$ cat config.mk
export PLATFORM = sky130hd
export DESIGN_NAME = multi_cycle_control
export DESIGN_NICKNAME = d
export VERILOG_FILES = /design/src/rtl/multi_cycle_control_pkg.sv /design/src/rtl/multi_cycle_control_op_class_decode.sv /design/src/rtl/multi_cycle_control.sv
export SDC_FILE = /design/constraint.sdc
export NUM_CORES = 1
export LEC_CHECK = 0
export ABC_AREA = 1
export CAP_MARGIN = 20
export CORE_UTILIZATION = 35
export DETAILED_ROUTE_END_ITERATION = 8
export GPL_TIMING_DRIVEN = 0
export PLACE_DENSITY_LB_ADDON = 0.3
export SYNTH_ARGS = -nofsm -noshare
export SYNTH_HDL_FRONTEND = slang
export SYNTH_SLANG_ARGS = --single-unit
$ cat constraint.sdc
create_clock -name clk -period 2.2 [get_ports clk]
set_clock_uncertainty 0.1 [all_clocks]
set_input_delay 0.66 -clock clk [delete_from_list [all_inputs] [get_ports clk]]
set_output_delay 0.66 -clock clk [all_outputs]
set_load 0.05 [all_outputs]
$ cat src/rtl/multi_cycle_control_pkg.sv
// Shared encodings for the multi-cycle MIPS main control unit:
// opcodes, FSM states, datapath mux selects and opcode-class indices.
package ctrl_pkg;

    localparam int OPCODE_W  = 6;
    localparam int ENC_STATE_W = 4;

    localparam logic [OPCODE_W-1:0] OP_R    = 6'b000000;
    localparam logic [OPCODE_W-1:0] OP_LW   = 6'b100011;
    localparam logic [OPCODE_W-1:0] OP_SW   = 6'b101011;
    localparam logic [OPCODE_W-1:0] OP_BEQ  = 6'b000100;
    localparam logic [OPCODE_W-1:0] OP_BNE  = 6'b000101;
    localparam logic [OPCODE_W-1:0] OP_J    = 6'b000010;
    localparam logic [OPCODE_W-1:0] OP_ADDI = 6'b001000;

    typedef enum logic [ENC_STATE_W-1:0] {
        S_IDLE      = 4'd0,
        S_FETCH     = 4'd1,
        S_DECODE    = 4'd2,
        S_MEM_ADDR  = 4'd3,
        S_MEM_READ  = 4'd4,
        S_MEM_WB    = 4'd5,
        S_MEM_WRITE = 4'd6,
        S_R_EXEC    = 4'd7,
        S_R_WB      = 4'd8,
        S_BRANCH    = 4'd9,
        S_JUMP      = 4'd10,
        S_ADDI_EXEC = 4'd11,
        S_ADDI_WB   = 4'd12
    } state_t;

    localparam logic [1:0] ALUOP_ADD   = 2'b00;
    localparam logic [1:0] ALUOP_SUB   = 2'b01;
    localparam logic [1:0] ALUOP_FUNCT = 2'b10;

    localparam logic [1:0] SRCB_B      = 2'b00;
    localparam logic [1:0] SRCB_FOUR   = 2'b01;
    localparam logic [1:0] SRCB_IMM    = 2'b10;
    localparam logic [1:0] SRCB_IMM_SH = 2'b11;

    localparam logic [1:0] PCSRC_ALU    = 2'b00;
    localparam logic [1:0] PCSRC_ALUOUT = 2'b01;
    localparam logic [1:0] PCSRC_JUMP   = 2'b10;

    localparam int CLS_W    = 8;
    localparam int CLS_R    = 0;
    localparam int CLS_LW   = 1;
    localparam int CLS_SW   = 2;
    localparam int CLS_BEQ  = 3;
    localparam int CLS_BNE  = 4;
    localparam int CLS_J    = 5;
    localparam int CLS_ADDI = 6;
    localparam int CLS_ILL  = 7;

endpackage

$ cat src/rtl/multi_cycle_control_op_class_decode.sv
// Combinational opcode classifier producing a one-hot instruction class.
module op_class_decode
    import ctrl_pkg::*;
(
    input  logic [OPCODE_W-1:0] i_op,
    output logic [CLS_W-1:0]    o_class
);

    always_comb begin
        o_class = '0;
        case (i_op)
            OP_R:    o_class[CLS_R]    = 1'b1;
            OP_LW:   o_class[CLS_LW]   = 1'b1;
            OP_SW:   o_class[CLS_SW]   = 1'b1;
            OP_BEQ:  o_class[CLS_BEQ]  = 1'b1;
            OP_BNE:  o_class[CLS_BNE]  = 1'b1;
            OP_J:    o_class[CLS_J]    = 1'b1;
            OP_ADDI: o_class[CLS_ADDI] = 1'b1;
            default: o_class[CLS_ILL]  = 1'b1;
        endcase
    end

endmodule

$ cat src/rtl/multi_cycle_control.sv
// Multi-cycle MIPS main control FSM; outputs decode from the state register,
// with mem_ready feeding FETCH and op feeding DECODE/BRANCH.
module multi_cycle_control
    import ctrl_pkg::*;
#(
    parameter int OP_W        = 6,
    parameter int MEM_WAIT_EN = 1,
    parameter int STATE_W     = 4
) (
    input  logic               clk,
    input  logic               rst,
    input  logic [OP_W-1:0]    op,
    input  logic               mem_ready,
    output logic               PCWrite,
    output logic               PCWriteCond,
    output logic               BranchNe,
    output logic               IorD,
    output logic               MemRead,
    output logic               MemWrite,
    output logic               IRWrite,
    output logic               MemToReg,
    output logic               RegDst,
    output logic               RegWrite,
    output logic               ALUSrcA,
    output logic [1:0]         ALUSrcB,
    output logic [1:0]         ALUop,
    output logic [1:0]         PCSource,
    output logic               illegal_op,
    output logic [STATE_W-1:0] state
);

    state_t           r_state;
    logic [CLS_W-1:0] w_class;
    logic             w_ready;

    assign w_ready = (MEM_WAIT_EN == 0) ? 1'b1 : mem_ready;
    assign state   = STATE_W'(r_state);

    op_class_decode u_op_class_decode (
        .i_op    (op),
        .o_class (w_class)
    );

    always_ff @(posedge clk or posedge rst) begin
        if (rst) begin
            r_state <= S_IDLE;
        end else begin
            case (r_state)
                S_IDLE:      r_state <= S_FETCH;
                S_FETCH:     r_state <= w_ready ? S_DECODE : S_FETCH;
                S_DECODE: begin
                    if (w_class[CLS_LW] || w_class[CLS_SW]) r_state <= S_MEM_ADDR;
                    else if (w_class[CLS_R])                r_state <= S_R_EXEC;
                    else if (w_class[CLS_BEQ] || w_class[CLS_BNE]) r_state <= S_BRANCH;
                    else if (w_class[CLS_J])                r_state <= S_JUMP;
                    else if (w_class[CLS_ADDI])             r_state <= S_ADDI_EXEC;
                    else                                    r_state <= S_FETCH;
                end
                // IR is not rewritten after FETCH, so op still names the load/store here
                S_MEM_ADDR: begin
                    if (w_class[CLS_SW])      r_state <= S_MEM_WRITE;
                    else if (w_class[CLS_LW]) r_state <= S_MEM_READ;
                    else                      r_state <= S_FETCH;
                end
                S_MEM_READ:  r_state <= w_ready ? S_MEM_WB : S_MEM_READ;
                S_MEM_WB:    r_state <= S_FETCH;
                S_MEM_WRITE: r_state <= w_ready ? S_FETCH : S_MEM_WRITE;
                S_R_EXEC:    r_state <= S_R_WB;
                S_R_WB:      r_state <= S_FETCH;
                S_BRANCH:    r_state <= S_FETCH;
                S_JUMP:      r_state <= S_FETCH;
                S_ADDI_EXEC: r_state <= S_ADDI_WB;
                S_ADDI_WB:   r_state <= S_FETCH;
                default:     r_state <= S_IDLE;
            endcase
        end
    end

    always_comb begin
        PCWrite     = 1'b0;
        PCWriteCond = 1'b0;
        BranchNe    = 1'b0;
        IorD        = 1'b0;
        MemRead     = 1'b0;
        MemWrite    = 1'b0;
        IRWrite     = 1'b0;
        MemToReg    = 1'b0;
        RegDst      = 1'b0;
        RegWrite    = 1'b0;
        ALUSrcA     = 1'b0;
        ALUSrcB     = SRCB_B;
        ALUop       = ALUOP_ADD;
        PCSource    = PCSRC_ALU;
        illegal_op  = 1'b0;
        case (r_state)
            S_FETCH: begin
                MemRead = 1'b1;
                ALUSrcB = SRCB_FOUR;
                IRWrite = w_ready;
                PCWrite = w_ready;
            end
            S_DECODE: begin
                ALUSrcB    = SRCB_IMM_SH;
                illegal_op = w_class[CLS_ILL];
            end
            S_MEM_ADDR, S_ADDI_EXEC: begin
                ALUSrcA = 1'b1;
                ALUSrcB = SRCB_IMM;
            end
            S_MEM_READ: begin
                MemRead = 1'b1;
                IorD    = 1'b1;
            end
            S_MEM_WB: begin
                RegWrite = 1'b1;
                MemToReg = 1'b1;
            end
            S_MEM_WRITE: begin
                MemWrite = 1'b1;
                IorD     = 1'b1;
            end
            S_R_EXEC: begin
                ALUSrcA = 1'b1;
                ALUop   = ALUOP_FUNCT;
            end
            S_R_WB: begin
                RegWrite = 1'b1;
                RegDst   = 1'b1;
            end
            S_BRANCH: begin
                ALUSrcA     = 1'b1;
                ALUop       = ALUOP_SUB;
                PCWriteCond = 1'b1;
                PCSource    = PCSRC_ALUOUT;
                BranchNe    = w_class[CLS_BNE];
            end
            S_JUMP: begin
                PCWrite  = 1'b1;
                PCSource = PCSRC_JUMP;
            end
            S_ADDI_WB: begin
                RegWrite = 1'b1;
            end
            default: begin
                PCWrite = 1'b0;
            end
        endcase
    end

endmodule

==> results.md <==
* CTS clk-pin slew, worst paths at 0.04 ns
* Via count of the first global-routing pass at 668
* Gate count after technology mapping at 103
* DIE AREA at 1672 sq um
* Count of unique library cells instantiated by Yosys at 16
* Largest net degree at the start of global routing at 7
* Pwr dens at 1015 nW/um^2
* Flip-flop count of the largest register after layout at 4
* Setup slack, reg-to-reg at 0.84 ns
* Initial antenna violation count at 0
* Leading post-synthesis cells by cell area: nand2_1 19%, nor2_1 19%, dfrtp_1 19%, inv_1 13%, nand3_1 8.5%
* Worst setup path class: primary input to primary output
* Number of placement rows at 13
* Inserted Clock Buffers at 3
* Violation count after the first detailed-route iteration at 20
* Crit path max-delay family: simple AND/OR/NAND/NOR gates
* Port buffer count at 30
* Max-capacitance violation count at 0
* Die Wd at 40.89 um
* Proportion of netlist area held by the largest area contributor at 19.15%
* Clock tree from TritonCTS: done
* Final count of hold timing violations at 0
* I/O pin total at 31
* Final-report setup violation count at 1
* Num Clock Sinks at 4
* Post-synthesis instance area at 529.3 sq um
* Slew @ Worst Pin at 0.4873 ns
* Root Buffer Master: clkbuf_4
* Type of element launching the critical path: primary input
* Most common library cells after synthesis: 27 x nand2_1, 27 x nor2_1, 19 x inv_1
* Maximum clock frequency at 443.2 MHz
* Routability cong. at 0.8778
* Routed via count divided by cell count at 5.233
* Violated checks: negative setup slack
* Post-route antenna net violation count at 0
* Min-Delay Path Class: primary input to asynchronous set/reset pin
* Detailed-placement wirelength estimate at 1403 um
* Die outline height at 40.89 um
* Initial cell density of the core at 39.20%
* Per-instance average area after synthesis at 5.138 sq um
* RSZ-0062 raised after global routing: true
* # DRC at 0
* Wire length per cell after detailed routing at 12.51 um
* Total congestion overflow at 0
* Total of warnings raised by yosys at 0
* Maximum level of the CTS H-tree at 1
* WP data arrival at 1.50 ns
* Biggest cell delay along the critical path at 0.19 ns
* Number of enable-type register cells in the synthesized netlist at 0
* Nets at 155
* Latest clock arrival within the worst-skew pair at 0.24 ns
* Fraction of registers with async set or reset after synthesis at 100.0%
* Area added between synthesis and finish at 83.21%
* Worst-path fanout max at 4
* Final total negative setup slack at -0.05619 ns
* Combined buffer and inverter count along the critical path at 3
* Core Footprint at 1350 sq um
* Most area-hungry cell type in the Yosys netlist: nand2_1
* Largest voltage drop on the vdd net at 0.5740 mV
* Number of synthesized register bits at 4
* Max-slew headroom at the worst pin at 67.64%
* Required time of the worst setup path at 1.44 ns
* Crit end category: primary output
* Chain of cells forming the critical path: buf_2 -> inv_2 -> nor2_1 -> nand3_1 -> nand3_2 -> nor3_4 -> buf_6
* Share of cells above drive strength 1 at 49.31%
* First drt pass iteration count at 4
* Hold-fix buffers at CTS at 0
* Most used DFF post-synth: dfrtp_1
* Share of the yosys chip area belonging to registers at 18.91%
* Design Power at 984.6 uW
* Slack of the critical path at -0.05619 ns
* Via count at 832
* Total routing usage reported by global routing at 24.94%
* First-pass GRT wire length at 2670 um
* Post-Syn Nets at 112
* Final hold slack at 0.5153 ns
* Number of max-slew violations in the final report at 0
* Fill cells at 120
* Post-route core utilization at 71.83%
* Maximum number of buffers from clock root to sink at 2
* Antenna diode count at 0
* Final clock period utilization by the worst path at 102.6%
* Outcome: finished with violations
* Leak Pwr at 0.5605 nW
* Clock period minus worst slack at 2.256 ns
* Standard cell with the maximum stage delay on the critical path: nor3_4
* Aggregate routed wire length at 1989 um
## metal layers
| layer | vias to the layer above | global-route usage (%) | share of wire (%) |
|---|---|---|---|
| li1 | 400 | - | - |
| met1 | 381 | 26.80 | 37 |
| met2 | 43 | 45.31 | 52 |
| met3 | 8 | 1.630 | 6.8 |
| met4 | 0 | 17.50 | 3.5 |
| met5 | - | 0 | 0 |
## timing repair
| action | CTS | global route |
|---|---|---|
| buffers inserted | 3 | 5 |
| pin swaps | 8 | 7 |
| gates resized for setup | 125 | 35 |
| endpoints found under the setup margin | 22 | 14 |
## cells in the final DEF (no fill, tap or decap), types with 5 or more instances in the layout
cell type / synthesis / final
nand3_1: 9 / 5
inv_2: 0 / 8
buf_4: 2 / 13
dlygate4sd2_1: 0 / 5
nor2_1: 27 / 22
buf_2: 0 / 10
nand2_1: 27 / 21
inv_1: 19 / 10
clkbuf_4: 0 / 7
buf_6: 0 / 6
## metrics by stage
stage          setup WS, ns  cells  instance area [sq um]
2_1_floorplan       -0.1734    103                  581.8
3_3_place_gp         -1.075    148                  900.9
3_5_place_dp         -1.094    148                  900.9
4_1_cts            -0.09943    154                  943.4
5_1_grt            -0.08871    159                  969.7
6_report           -0.05619    159                  969.7
## report_power, final
group / internal [mW] / switching, mW / total (mW)
Clock: 0.0613 / 0.0345 / 0.0958
Combinational: 0.236 / 0.520 / 0.756
Sequential: 0.0953 / 0.0380 / 0.133
## worst paths after layout
| check | from | end | cells past startpoint |
|---|---|---|---|
| min in group clk | op[3] | state[1]$_DFF_PP0_ | 5 |
| min reg2reg | state[1]$_DFF_PP0_ | state[3]$_DFF_PP0_ | 4 |
| max | op[2] | illegal_op | 7 |
| max reg2reg | state[3]$_DFF_PP0_ | state[0]$_DFF_PP0_ | 7 |
| min | rst | state[1]$_DFF_PP0_ | 2 |
| max in group asynchronous | rst | state[0]$_DFF_PP0_ | 2 |
## final cells by class
type	instances	area, sq um	share of cell area [%]
timing repair buffer	38	289.0	29.81
multi-input combinational	78	445.4	45.94
buffer	2	15.01	1.548
tap	15	18.77	1.935
clock buffer	3	22.52	2.323
inverter	19	73.82	7.613
sequential	4	105.1	10.84
## kinds of logic (layout without fill, tap and decap cells)
family / after synthesis / after routing / synth area share [%]
compound gates: 9 / 9 / 9.220
buf+inv: 21 / 62 / 16.31
flops: 4 / 4 / 18.91
simple gates: 69 / 69 / 55.56
Note: power is estimated with default switching activity, not from simulation.
